## src/rtl/srm_pkg.sv

```systemverilog
// Shared encodings for the SRM controller: instruction opcodes, ALU operation
// codes, FSM state and decoded instruction class.
package srm_pkg;

    localparam int SRM_DW = 16;
    localparam int SRM_RW = 3;

    localparam logic [2:0] OPC_MOV = 3'b110;
    localparam logic [2:0] OPC_ALU = 3'b101;

    localparam logic [1:0] OP_MOVIMM = 2'b10;
    localparam logic [1:0] OP_MOVREG = 2'b00;
    localparam logic [1:0] OP_ADD    = 2'b00;
    localparam logic [1:0] OP_CMP    = 2'b01;
    localparam logic [1:0] OP_AND    = 2'b10;
    localparam logic [1:0] OP_MVN    = 2'b11;

    localparam logic [1:0] ALU_ADD = 2'b00;
    localparam logic [1:0] ALU_SUB = 2'b01;
    localparam logic [1:0] ALU_AND = 2'b10;
    localparam logic [1:0] ALU_NOT = 2'b11;

    typedef enum logic [2:0] {
        S_WAIT   = 3'd0,
        S_DECODE = 3'd1,
        S_GET_A  = 3'd2,
        S_GET_B  = 3'd3,
        S_EXEC   = 3'd4,
        S_WR_REG = 3'd5,
        S_WR_IMM = 3'd6
    } state_e;

    typedef enum logic [2:0] {
        C_MOVIMM = 3'd0,
        C_MOVREG = 3'd1,
        C_ADD    = 3'd2,
        C_CMP    = 3'd3,
        C_AND    = 3'd4,
        C_MVN    = 3'd5,
        C_ILL    = 3'd6
    } iclass_e;

endpackage

```

## src/rtl/srm_if.sv

```systemverilog
// Bus between the CPU wrapper/datapath and the SRM controller. The controller
// uses the slave view; the wrapper and datapath side uses the master view.
interface srm_if;
    import srm_pkg::*;

    logic [SRM_DW-1:0] in;
    logic              load;
    logic              s;
    logic              w;
    logic              illegal;
    logic [SRM_RW-1:0] readnum;
    logic [SRM_RW-1:0] writenum;
    logic              write;
    logic              loada;
    logic              loadb;
    logic              loadc;
    logic              loads;
    logic              asel;
    logic              bsel;
    logic              vsel;
    logic [1:0]        shift;
    logic [1:0]        ALUop;
    logic [SRM_DW-1:0] datapath_in;

    modport slave (
        input  in, load, s,
        output w, illegal, readnum, writenum, write, loada, loadb, loadc,
               loads, asel, bsel, vsel, shift, ALUop, datapath_in
    );

    modport master (
        output in, load, s,
        input  w, illegal, readnum, writenum, write, loada, loadb, loadc,
               loads, asel, bsel, vsel, shift, ALUop, datapath_in
    );

endinterface

```

## src/rtl/srm_instr_dec.sv

```systemverilog
// Combinational instruction decoder: splits IR into register/shift fields,
// sign-extends imm8 and classifies the instruction.
module srm_instr_dec
    import srm_pkg::*;
#(
    parameter int DW = SRM_DW,
    parameter int RW = SRM_RW
) (
    input  logic [DW-1:0] ir,
    output logic [RW-1:0] rn,
    output logic [RW-1:0] rd,
    output logic [RW-1:0] rm,
    output logic [1:0]    sh,
    output logic [DW-1:0] sximm8,
    output iclass_e       iclass,
    output logic          illegal
);

    logic [2:0] opcode;
    logic [1:0] op;

    assign opcode = ir[15:13];
    assign op     = ir[12:11];
    assign rn     = ir[10:8];
    assign rd     = ir[7:5];
    assign sh     = ir[4:3];
    assign rm     = ir[2:0];
    assign sximm8 = {{(DW-8){ir[7]}}, ir[7:0]};

    always_comb begin
        iclass = C_ILL;
        if (opcode == OPC_MOV) begin
            if (op == OP_MOVIMM)      iclass = C_MOVIMM;
            else if (op == OP_MOVREG) iclass = C_MOVREG;
        end else if (opcode == OPC_ALU) begin
            case (op)
                OP_ADD:  iclass = C_ADD;
                OP_CMP:  iclass = C_CMP;
                OP_AND:  iclass = C_AND;
                default: iclass = C_MVN;
            endcase
        end
    end

    assign illegal = (iclass == C_ILL);

endmodule

```

## src/rtl/srm_controller.sv

```systemverilog
// SRM controller: instruction register plus a Moore FSM that sequences the
// datapath for one instruction per start pulse. All control outputs are registered.
module srm_controller
    import srm_pkg::*;
#(
    parameter int DW = SRM_DW,
    parameter int RW = SRM_RW
) (
    input  logic  clk,
    input  logic  rst_n,
    srm_if.slave  bus
);

    state_e        state_q, state_d;
    logic [DW-1:0] ir_q, ir_d;

    logic          w_q, w_d;
    logic          illegal_q, illegal_d;
    logic [RW-1:0] readnum_q, readnum_d;
    logic [RW-1:0] writenum_q, writenum_d;
    logic          write_q, write_d;
    logic          loada_q, loada_d;
    logic          loadb_q, loadb_d;
    logic          loadc_q, loadc_d;
    logic          loads_q, loads_d;
    logic          asel_q, asel_d;
    logic          vsel_q, vsel_d;
    logic [1:0]    shift_q, shift_d;
    logic [1:0]    aluop_q, aluop_d;

    logic [RW-1:0] rn, rd, rm;
    logic [1:0]    sh;
    logic [DW-1:0] sximm8;
    iclass_e       iclass;
    logic          dec_illegal;

    srm_instr_dec #(.DW(DW), .RW(RW)) u_dec (
        .ir      (ir_q),
        .rn      (rn),
        .rd      (rd),
        .rm      (rm),
        .sh      (sh),
        .sximm8  (sximm8),
        .iclass  (iclass),
        .illegal (dec_illegal)
    );

    // A start takes priority over a simultaneous load so the old IR executes.
    always_comb begin
        state_d = state_q;
        ir_d    = ir_q;
        case (state_q)
            S_WAIT: begin
                if (bus.s)         state_d = S_DECODE;
                else if (bus.load) ir_d    = bus.in;
            end
            S_DECODE: begin
                case (iclass)
                    C_MOVIMM:        state_d = S_WR_IMM;
                    C_MOVREG, C_MVN: state_d = S_GET_B;
                    C_ADD, C_CMP,
                    C_AND:           state_d = S_GET_A;
                    default:         state_d = S_WAIT;
                endcase
            end
            S_GET_A:  state_d = S_GET_B;
            S_GET_B:  state_d = S_EXEC;
            S_EXEC:   state_d = (iclass == C_CMP) ? S_WAIT : S_WR_REG;
            default:  state_d = S_WAIT;
        endcase
    end

    // Outputs are decoded from the next state so each state sees them while resident.
    always_comb begin
        w_d        = 1'b0;
        illegal_d  = (state_q == S_DECODE) && dec_illegal;
        readnum_d  = '0;
        writenum_d = '0;
        write_d    = 1'b0;
        loada_d    = 1'b0;
        loadb_d    = 1'b0;
        loadc_d    = 1'b0;
        loads_d    = 1'b0;
        asel_d     = 1'b0;
        vsel_d     = 1'b0;
        shift_d    = 2'b00;
        aluop_d    = ALU_ADD;
        case (state_d)
            S_WAIT: w_d = 1'b1;
            S_GET_A: begin
                readnum_d = rn;
                loada_d   = 1'b1;
            end
            S_GET_B: begin
                readnum_d = rm;
                loadb_d   = 1'b1;
            end
            S_EXEC: begin
                shift_d = sh;
                asel_d  = (iclass == C_MOVREG) || (iclass == C_MVN);
                case (iclass)
                    C_CMP:   aluop_d = ALU_SUB;
                    C_AND:   aluop_d = ALU_AND;
                    C_MVN:   aluop_d = ALU_NOT;
                    default: aluop_d = ALU_ADD;
                endcase
                if (iclass == C_CMP) loads_d = 1'b1;
                else                 loadc_d = 1'b1;
            end
            S_WR_REG: begin
                writenum_d = rd;
                write_d    = 1'b1;
            end
            S_WR_IMM: begin
                writenum_d = rn;
                vsel_d     = 1'b1;
                write_d    = 1'b1;
            end
            default: ;
        endcase
    end

    always_ff @(posedge clk or negedge rst_n) begin
        if (!rst_n) begin
            state_q    <= S_WAIT;
            ir_q       <= '0;
            w_q        <= 1'b1;
            illegal_q  <= 1'b0;
            readnum_q  <= '0;
            writenum_q <= '0;
            write_q    <= 1'b0;
            loada_q    <= 1'b0;
            loadb_q    <= 1'b0;
            loadc_q    <= 1'b0;
            loads_q    <= 1'b0;
            asel_q     <= 1'b0;
            vsel_q     <= 1'b0;
            shift_q    <= 2'b00;
            aluop_q    <= ALU_ADD;
        end else begin
            state_q    <= state_d;
            ir_q       <= ir_d;
            w_q        <= w_d;
            illegal_q  <= illegal_d;
            readnum_q  <= readnum_d;
            writenum_q <= writenum_d;
            write_q    <= write_d;
            loada_q    <= loada_d;
            loadb_q    <= loadb_d;
            loadc_q    <= loadc_d;
            loads_q    <= loads_d;
            asel_q     <= asel_d;
            vsel_q     <= vsel_d;
            shift_q    <= shift_d;
            aluop_q    <= aluop_d;
        end
    end

    assign bus.w           = w_q;
    assign bus.illegal     = illegal_q;
    assign bus.readnum     = readnum_q;
    assign bus.writenum    = writenum_q;
    assign bus.write       = write_q;
    assign bus.loada       = loada_q;
    assign bus.loadb       = loadb_q;
    assign bus.loadc       = loadc_q;
    assign bus.loads       = loads_q;
    assign bus.asel        = asel_q;
    assign bus.bsel        = 1'b0;
    assign bus.vsel        = vsel_q;
    assign bus.shift       = shift_q;
    assign bus.ALUop       = aluop_q;
    assign bus.datapath_in = sximm8;

endmodule

```

## src/flat_wrapper.sv

```systemverilog
// flat-port wrapper written by rule: the top's interface ports become plain ports
module srm_controller_flat import srm_pkg::*;
#(
    parameter int DW = SRM_DW,
    parameter int RW = SRM_RW
)
  (clk, rst_n, bus_in, bus_load, bus_s, bus_w, bus_illegal, bus_readnum, bus_writenum, bus_write, bus_loada, bus_loadb, bus_loadc, bus_loads, bus_asel, bus_bsel, bus_vsel, bus_shift, bus_ALUop, bus_datapath_in);
  srm_if bus_i ();
  input  logic clk;
  input  logic rst_n;
  input wire logic [$bits(bus_i.in)-1:0] bus_in;
  input wire logic [$bits(bus_i.load)-1:0] bus_load;
  input wire logic [$bits(bus_i.s)-1:0] bus_s;
  output wire logic [$bits(bus_i.w)-1:0] bus_w;
  output wire logic [$bits(bus_i.illegal)-1:0] bus_illegal;
  output wire logic [$bits(bus_i.readnum)-1:0] bus_readnum;
  output wire logic [$bits(bus_i.writenum)-1:0] bus_writenum;
  output wire logic [$bits(bus_i.write)-1:0] bus_write;
  output wire logic [$bits(bus_i.loada)-1:0] bus_loada;
  output wire logic [$bits(bus_i.loadb)-1:0] bus_loadb;
  output wire logic [$bits(bus_i.loadc)-1:0] bus_loadc;
  output wire logic [$bits(bus_i.loads)-1:0] bus_loads;
  output wire logic [$bits(bus_i.asel)-1:0] bus_asel;
  output wire logic [$bits(bus_i.bsel)-1:0] bus_bsel;
  output wire logic [$bits(bus_i.vsel)-1:0] bus_vsel;
  output wire logic [$bits(bus_i.shift)-1:0] bus_shift;
  output wire logic [$bits(bus_i.ALUop)-1:0] bus_ALUop;
  output wire logic [$bits(bus_i.datapath_in)-1:0] bus_datapath_in;
  assign bus_i.in = bus_in;
  assign bus_i.load = bus_load;
  assign bus_i.s = bus_s;
  assign bus_w = bus_i.w;
  assign bus_illegal = bus_i.illegal;
  assign bus_readnum = bus_i.readnum;
  assign bus_writenum = bus_i.writenum;
  assign bus_write = bus_i.write;
  assign bus_loada = bus_i.loada;
  assign bus_loadb = bus_i.loadb;
  assign bus_loadc = bus_i.loadc;
  assign bus_loads = bus_i.loads;
  assign bus_asel = bus_i.asel;
  assign bus_bsel = bus_i.bsel;
  assign bus_vsel = bus_i.vsel;
  assign bus_shift = bus_i.shift;
  assign bus_ALUop = bus_i.ALUop;
  assign bus_datapath_in = bus_i.datapath_in;
  srm_controller #(.DW(DW), .RW(RW)) u_core (.clk(clk), .rst_n(rst_n), .bus(bus_i));
endmodule
```

## config.mk

```make
export PLATFORM = sky130hd
export DESIGN_NAME = srm_controller_flat
export DESIGN_NICKNAME = d
export VERILOG_FILES = /design/src/rtl/srm_pkg.sv /design/src/rtl/srm_if.sv /design/src/rtl/srm_instr_dec.sv /design/src/rtl/srm_controller.sv /design/src/flat_wrapper.sv
export SDC_FILE = /design/constraint.sdc
export NUM_CORES = 1
export LEC_CHECK = 0
export CORE_MARGIN = 8
export CORE_UTILIZATION = 41
export DETAILED_ROUTE_END_ITERATION = 8
export GPL_ROUTABILITY_DRIVEN = 0
export PLACE_DENSITY = 0.86
export SLEW_MARGIN = 30
export SYNTH_ARGS = -nofsm -noshare
export SYNTH_HDL_FRONTEND = slang
export SYNTH_SLANG_ARGS = --single-unit
```

## constraint.sdc

```tcl
create_clock -name clk -period 1.5 [get_ports clk]
set_clock_uncertainty 0.15 [all_clocks]
set_input_delay 0.375 -clock clk [delete_from_list [all_inputs] [get_ports clk]]
set_output_delay 0.375 -clock clk [all_outputs]
set_load 0.02 [all_outputs]
```

== Word-level counts from Yosys, hierarchy flattened ==
Index checks and enable logic that the tools add are counted.

* Bits in registers: 38
* Bits in latches: 0
* RAM bits: 0
* Bits in read-only memories: 0
* Logic and storage cells: 69
* Memories kept: 0

* Add/subtract/negate cells: 0
* $mul: 0
* Divide/modulo/power cells: 0
* $lt $le $gt $ge: 0
* Equal/unequal tests: 19
* Shift operators: 0
* Mux-type cells: 24
* Bitwise gates (word level): 1
* Reduce and logical (&&, ||, !) cells: 10

{| class="wikitable"
|+ Operators with widths
! operator !! count
|-
| equality test 3 bit (second input constant) || 9
|-
| equality test 3 x 2 -> 1 bit (second input constant) || 6
|-
| 2-to-1 mux 3 bit || 6
|-
| one-hot mux 3 bit (3 select lines) || 2
|-
| one-hot mux 3 bit (5 select lines) || 1
|-
| one-hot mux 3 bit (2 select lines) || 2
|-
| 2-to-1 mux 1 bit || 10
|-
| zero test 3 bit || 3
|-
| equality test 3 x 1 -> 1 bit (second input constant) || 2
|-
| one-hot mux 2 bit (3 select lines) || 1
|-
| 2-to-1 mux 2 bit || 2
|-
| OR reduction 2 bit || 2
|-
| AND reduction 3 bit || 1
|-
| OR reduction 3 bit || 1
|-
| equality test 2 x 1 -> 1 bit (second input constant) || 1
|-
| equality test 2 bit (second input constant) || 1
|-
| zero test 2 bit || 1
|-
| logical AND 1 bit || 1
|-
| logical OR 1 bit || 1
|-
| inverter 1 bit || 1
|}

== Longest topological paths before layout ==
* Word-level depth: 11
* Mapped depth: 5
* Gate-level depth less buffers: 3

== Cells and area by module ==
From an unflattened synthesis, not the netlist that was laid out.

* Cell total of the unflattened synthesis: 145
* Area total of the unflattened synthesis: 1843.0 sq um

{| class="wikitable"
|+ By module, submodules not included
! module !! instances !! cells an instance !! area each (sq um) !! sequential area each (sq um)
|-
| srm_controller || 1 || 109 || 1572.8 || 952.2
|-
| srm_instr_dec || 1 || 36 || 270.3 || 0.0
|}

== Worst setup path after synthesis ==
Ideal clock, no wire load.

* Kind: register to register
* From: register u_core.state_q[0]
* To: register u_core.ir_q[0]
* Library setup time: 0.125 ns
* Data arrival time: 1.265 ns
* Required time: 1.225 ns
* Slack: -0.040 ns
* Cell stages (with the launch flop): 6
* Path buffers: 2
* Period minus slack after synthesis: 1.540 ns
* Path through: dfrtp_1 -> nor2_1 -> and3_1 -> buf_6 -> buf_8 -> mux2_4

* Word-level cells in the longest chain between the ends: 2

{| class="wikitable"
|+ Ends and longest elaborated chain
! element !! line !! source
|-
| start: declaration || srm_controller.sv:14 || <nowiki>state_e state_q, state_d;</nowiki>
|-
| start signal: assignment || srm_controller.sv:141 || <nowiki>state_q <= state_d;</nowiki>
|-
| zero test 3 bit || srm_controller.sv:52 || <nowiki>case (state_q)</nowiki>
|-
| AND reduction 3 bit (no source line) || - ||
|-
| end signal: assignment || srm_controller.sv:142 || <nowiki>ir_q <= ir_d;</nowiki>
|-
| end: declaration || srm_controller.sv:15 || <nowiki>logic [DW-1:0] ir_q, ir_d;</nowiki>
|}

No other way between the ends.
A chain may end at the register's enable or synchronous reset.

== Worst setup path in the final report ==
* From: register u_core.ir_q[7]
* To: output bus_datapath_in[15]

{| class="wikitable"
|+ RTL lines
! element !! line !! source
|-
| end: declaration || flat_wrapper.sv:28 || <nowiki>output wire logic [$bits(bus_i.datapath_in)-1:0] bus_datapath_in;</nowiki>
|}

No word-level cell between the ends.

==> flow_summary.json <==
{
  "synth_area_mm2": 0.00174,
  "yosysSeqAreaShare_pct": 54.7,
  "setup_slack_ns": -0.0343,
  "stdcell_area_mm2": 0.00252,
  "endpoint_kind": "output port",
  "crit_start": "u_core.ir_q[7]",
  "yosys-top-cells-area": "dfrtp_1, mux2_4, buf_4, mux2_2, nor2b_1",
  "die_area_mm2": 0.00659,
  "whs_endpoint": "u_core.ir_q[3]",
  "synth_top_area_share_pct": 53.2,
  "cp_data_required_time_ns": 0.97,
  "syn_nets": 162,
  "clockBufferDepth": 2,
  "fillers": 331,
  "grt_max_degree": 19,
  "synth_warnings": 0,
  "routed_via_density": 5.07,
  "avgSynthCellArea_um2": 12.3,
  "firstDrtPassIters": 4,
  "initial_utilization_pct": 42.9,
  "post-synth-top-area-cell": "dfrtp_1",
  "fp.dieW_um": 81.2,
  "synth_cell_types": 34,
  "cp_slowest_cell": "dfrtp_2",
  "slowest_delay_ns": 0.44,
  "syn_to_final_growth_pct": 45.0,
  "core_mm2": 0.00406,
  "nets": 229,
  "std_cell_rows": 23,
  "cts_tree": "done",
  "finalHoldViolCount": 0,
  "hold_depth": 1,
  "grt_setup_unrepaired": "yes",
  "met3_usage_pct": 4.97,
  "worstPathCellList": "buf_6 -> buf_4",
  "cp-start-kind": "flip-flop",
  "status": "complete, but fails checks",
  "dpl.hpwl_um": 3080,
  "arrival_ns": 1.01,
  "avgRoutedWirePerCell_um": 16.8,
  "n_antenna_cell": 0,
  "reg2reg_to": "u_core.ir_q[13]",
  "power_density_mw_per_mm2": 2150,
  "ys.flop_type": "dfrtp_1",
  "worstHoldPathType": "flip-flop to flip-flop",
  "r2r_start": "u_core.state_q[2]",
  "drc": 0,
  "drtIter0Drc": 81,
  "use_met1_pct": 16.3,
  "cts_root_buf": "clkbuf_8",
  "r2r.worst_path.cells": 4,
  "grt_pass1_vias": 1462,
  "wl_um": 4370,
  "drive_gt1_share_pct": 42.9,
  "maxSlewViolCount": 0,
  "setup_viol": 6,
  "cts_buffers": 5,
  "gr-usage-all-layers_pct": 13.8,
  "ant_nets": 0,
  "syn_inst": 142,
  "min_period_over_period_pct": 102,
  "yosysMostFrequentCell": "dfrtp_1",
  "peakVddDrop_uv": 1010,
  "fin_util_pct": 62.2,
  "synthArstFlopShare_pct": 100,
  "min_period_ns": 1.53,
  "grt_pass1_wl_um": 6910,
  "fmax_mhz": 652,
  "p_leak_nw": 1.22,
  "chipHeight_um": 81.2,
  "drv_cap": 0,
  "violations": "negative setup slack",
  "synth_common_cells": "dfrtp_1, buf_4, mux2_4, nor2_1",
  "grt.overflow.total": 0,
  "cts.sinks": 38,
  "clk_latency_ns": 0.29,
  "vias": 1319,
  "htree_levels": 2,
  "antenna_found_initial": 0,
  "path_class": "flip-flop to output port",
  "ys_ff_latch": 38,
  "synth-edff-count": 0,
  "port_buffers": 54,
  "hold_start": "u_core.ir_q[3]",
  "dpl_cell_area_mm2": 0.00238,
  "pin_count": 56,
  "crit_path_max_fanout": 7,
  "use_met2_pct": 23.3,
  "rrSetupSlack_ns": -0.01,
  "clkTransAtPathRegs_ns": 0.07,
  "busiest_layer": "met2"
}
==> critical path: cells and delay by family, from the launching register on <==
family	cells	cell delay (ns)
buf+inv	2	0.28
flops	1	0.44
==> placed cells by master, fill, tap and decap left out, drive strengths merged, types with 4 or more instances in the layout <==
master         synthesis  final
o21ai                  4      4
and3                   5      5
nand2                  5      5
mux2                  16     16
dfrtp                 37     37
clkbuf                 3     17
nor2b                  6      6
nor2                   8      8
nand3                  4      4
clkdlybuf4s15          0     12
buf                   20     42
clkdlybuf4s50          0     16
==> kinds of logic after synthesis <==
kind of cell / Yosys count / synth area share, %
simple gates: 44 / 15.0
mux: 16 / 12.5
buf+inv: 25 / 10.2
flops: 38 / 54.7
other cells: 1 / 0.215
compound gates: 18 / 7.33
==> state kept, by name (all words and copies together), names as in the netlist, 2 cells and up <==
register             count
u_core.bus.ALUop         2
u_core.bus.readnum       3
u_core.bus.shift         2
u_core.bus.writenum      3
u_core.ir_q             16
u_core.state_q           3
==> area by class of cell <==
cell class	count	area, um^2	share of cell area (%)
Tap cell	50	62.6	2.48
Timing Repair Buffer	83	699	27.7
Inverter	2	7.51	0.297
Multi-Input combinational cell	79	682	27.0
Sequential cell	38	956	37.9
Clock inverter	1	30.0	1.19
Clock buffer	7	86.3	3.42
==> worst max-delay path by stage <==
stage	end	cells after the start
2_1_floorplan	u_core.ir_q[0]	5
3_3_place_gp	u_core.ir_q[12]	5
3_5_place_dp	u_core.ir_q[8]	5
4_1_cts	bus_datapath_in[9]	2
5_1_grt	bus_datapath_in[15]	2
6_report	bus_datapath_in[15]	2
==> stage by stage <==
stage | hold slack [ns] | setup WS [ns] | power [mW] | std cells | TNS, ns
floorplan | -0.0706 | -0.0202 | 3.39 | 142 | -0.202
global placement | 0.181 | -0.370 | 4.38 | 248 | -7.02
detailed placement | 0.185 | -0.394 | 4.47 | 248 | -7.54
CTS | 0.388 | -0.0701 | 5.37 | 259 | -0.243
finish | 0.383 | -0.0343 | 5.43 | 260 | -0.115
global route | 0.395 | -0.0978 | 5.75 | 260 | -1.11
==> metal layers <==
| metal | part of all wire, % | up-vias |
|---|---|---|
| met4 | 1.1 | 0 |
| met5 | 0 | - |
| met3 | 7.7 | 5 |
| met1 | 41 | 646 |
| li1 | - | 612 |
| met2 | 50 | 56 |
==> power by group <==
| part | switching (mW) | internal [mW] |
|---|---|---|
| logic | 1.37 | 1.46 |
| registers | 0.301 | 1.41 |
| clock network | 0.345 | 0.542 |
==> what timing repair did <==
item / 4_1_cts / 5_1_grt
hold buffers: 1 / 0
endpoints found under the hold margin: 15 / 0
gates cloned: 1 / 0
endpoints found under the setup margin: 55 / 48
buffers inserted: 1 / 1
pin swaps: 2 / 6
resized for setup: 106 / 31
(Power assumes the default switching activity.)
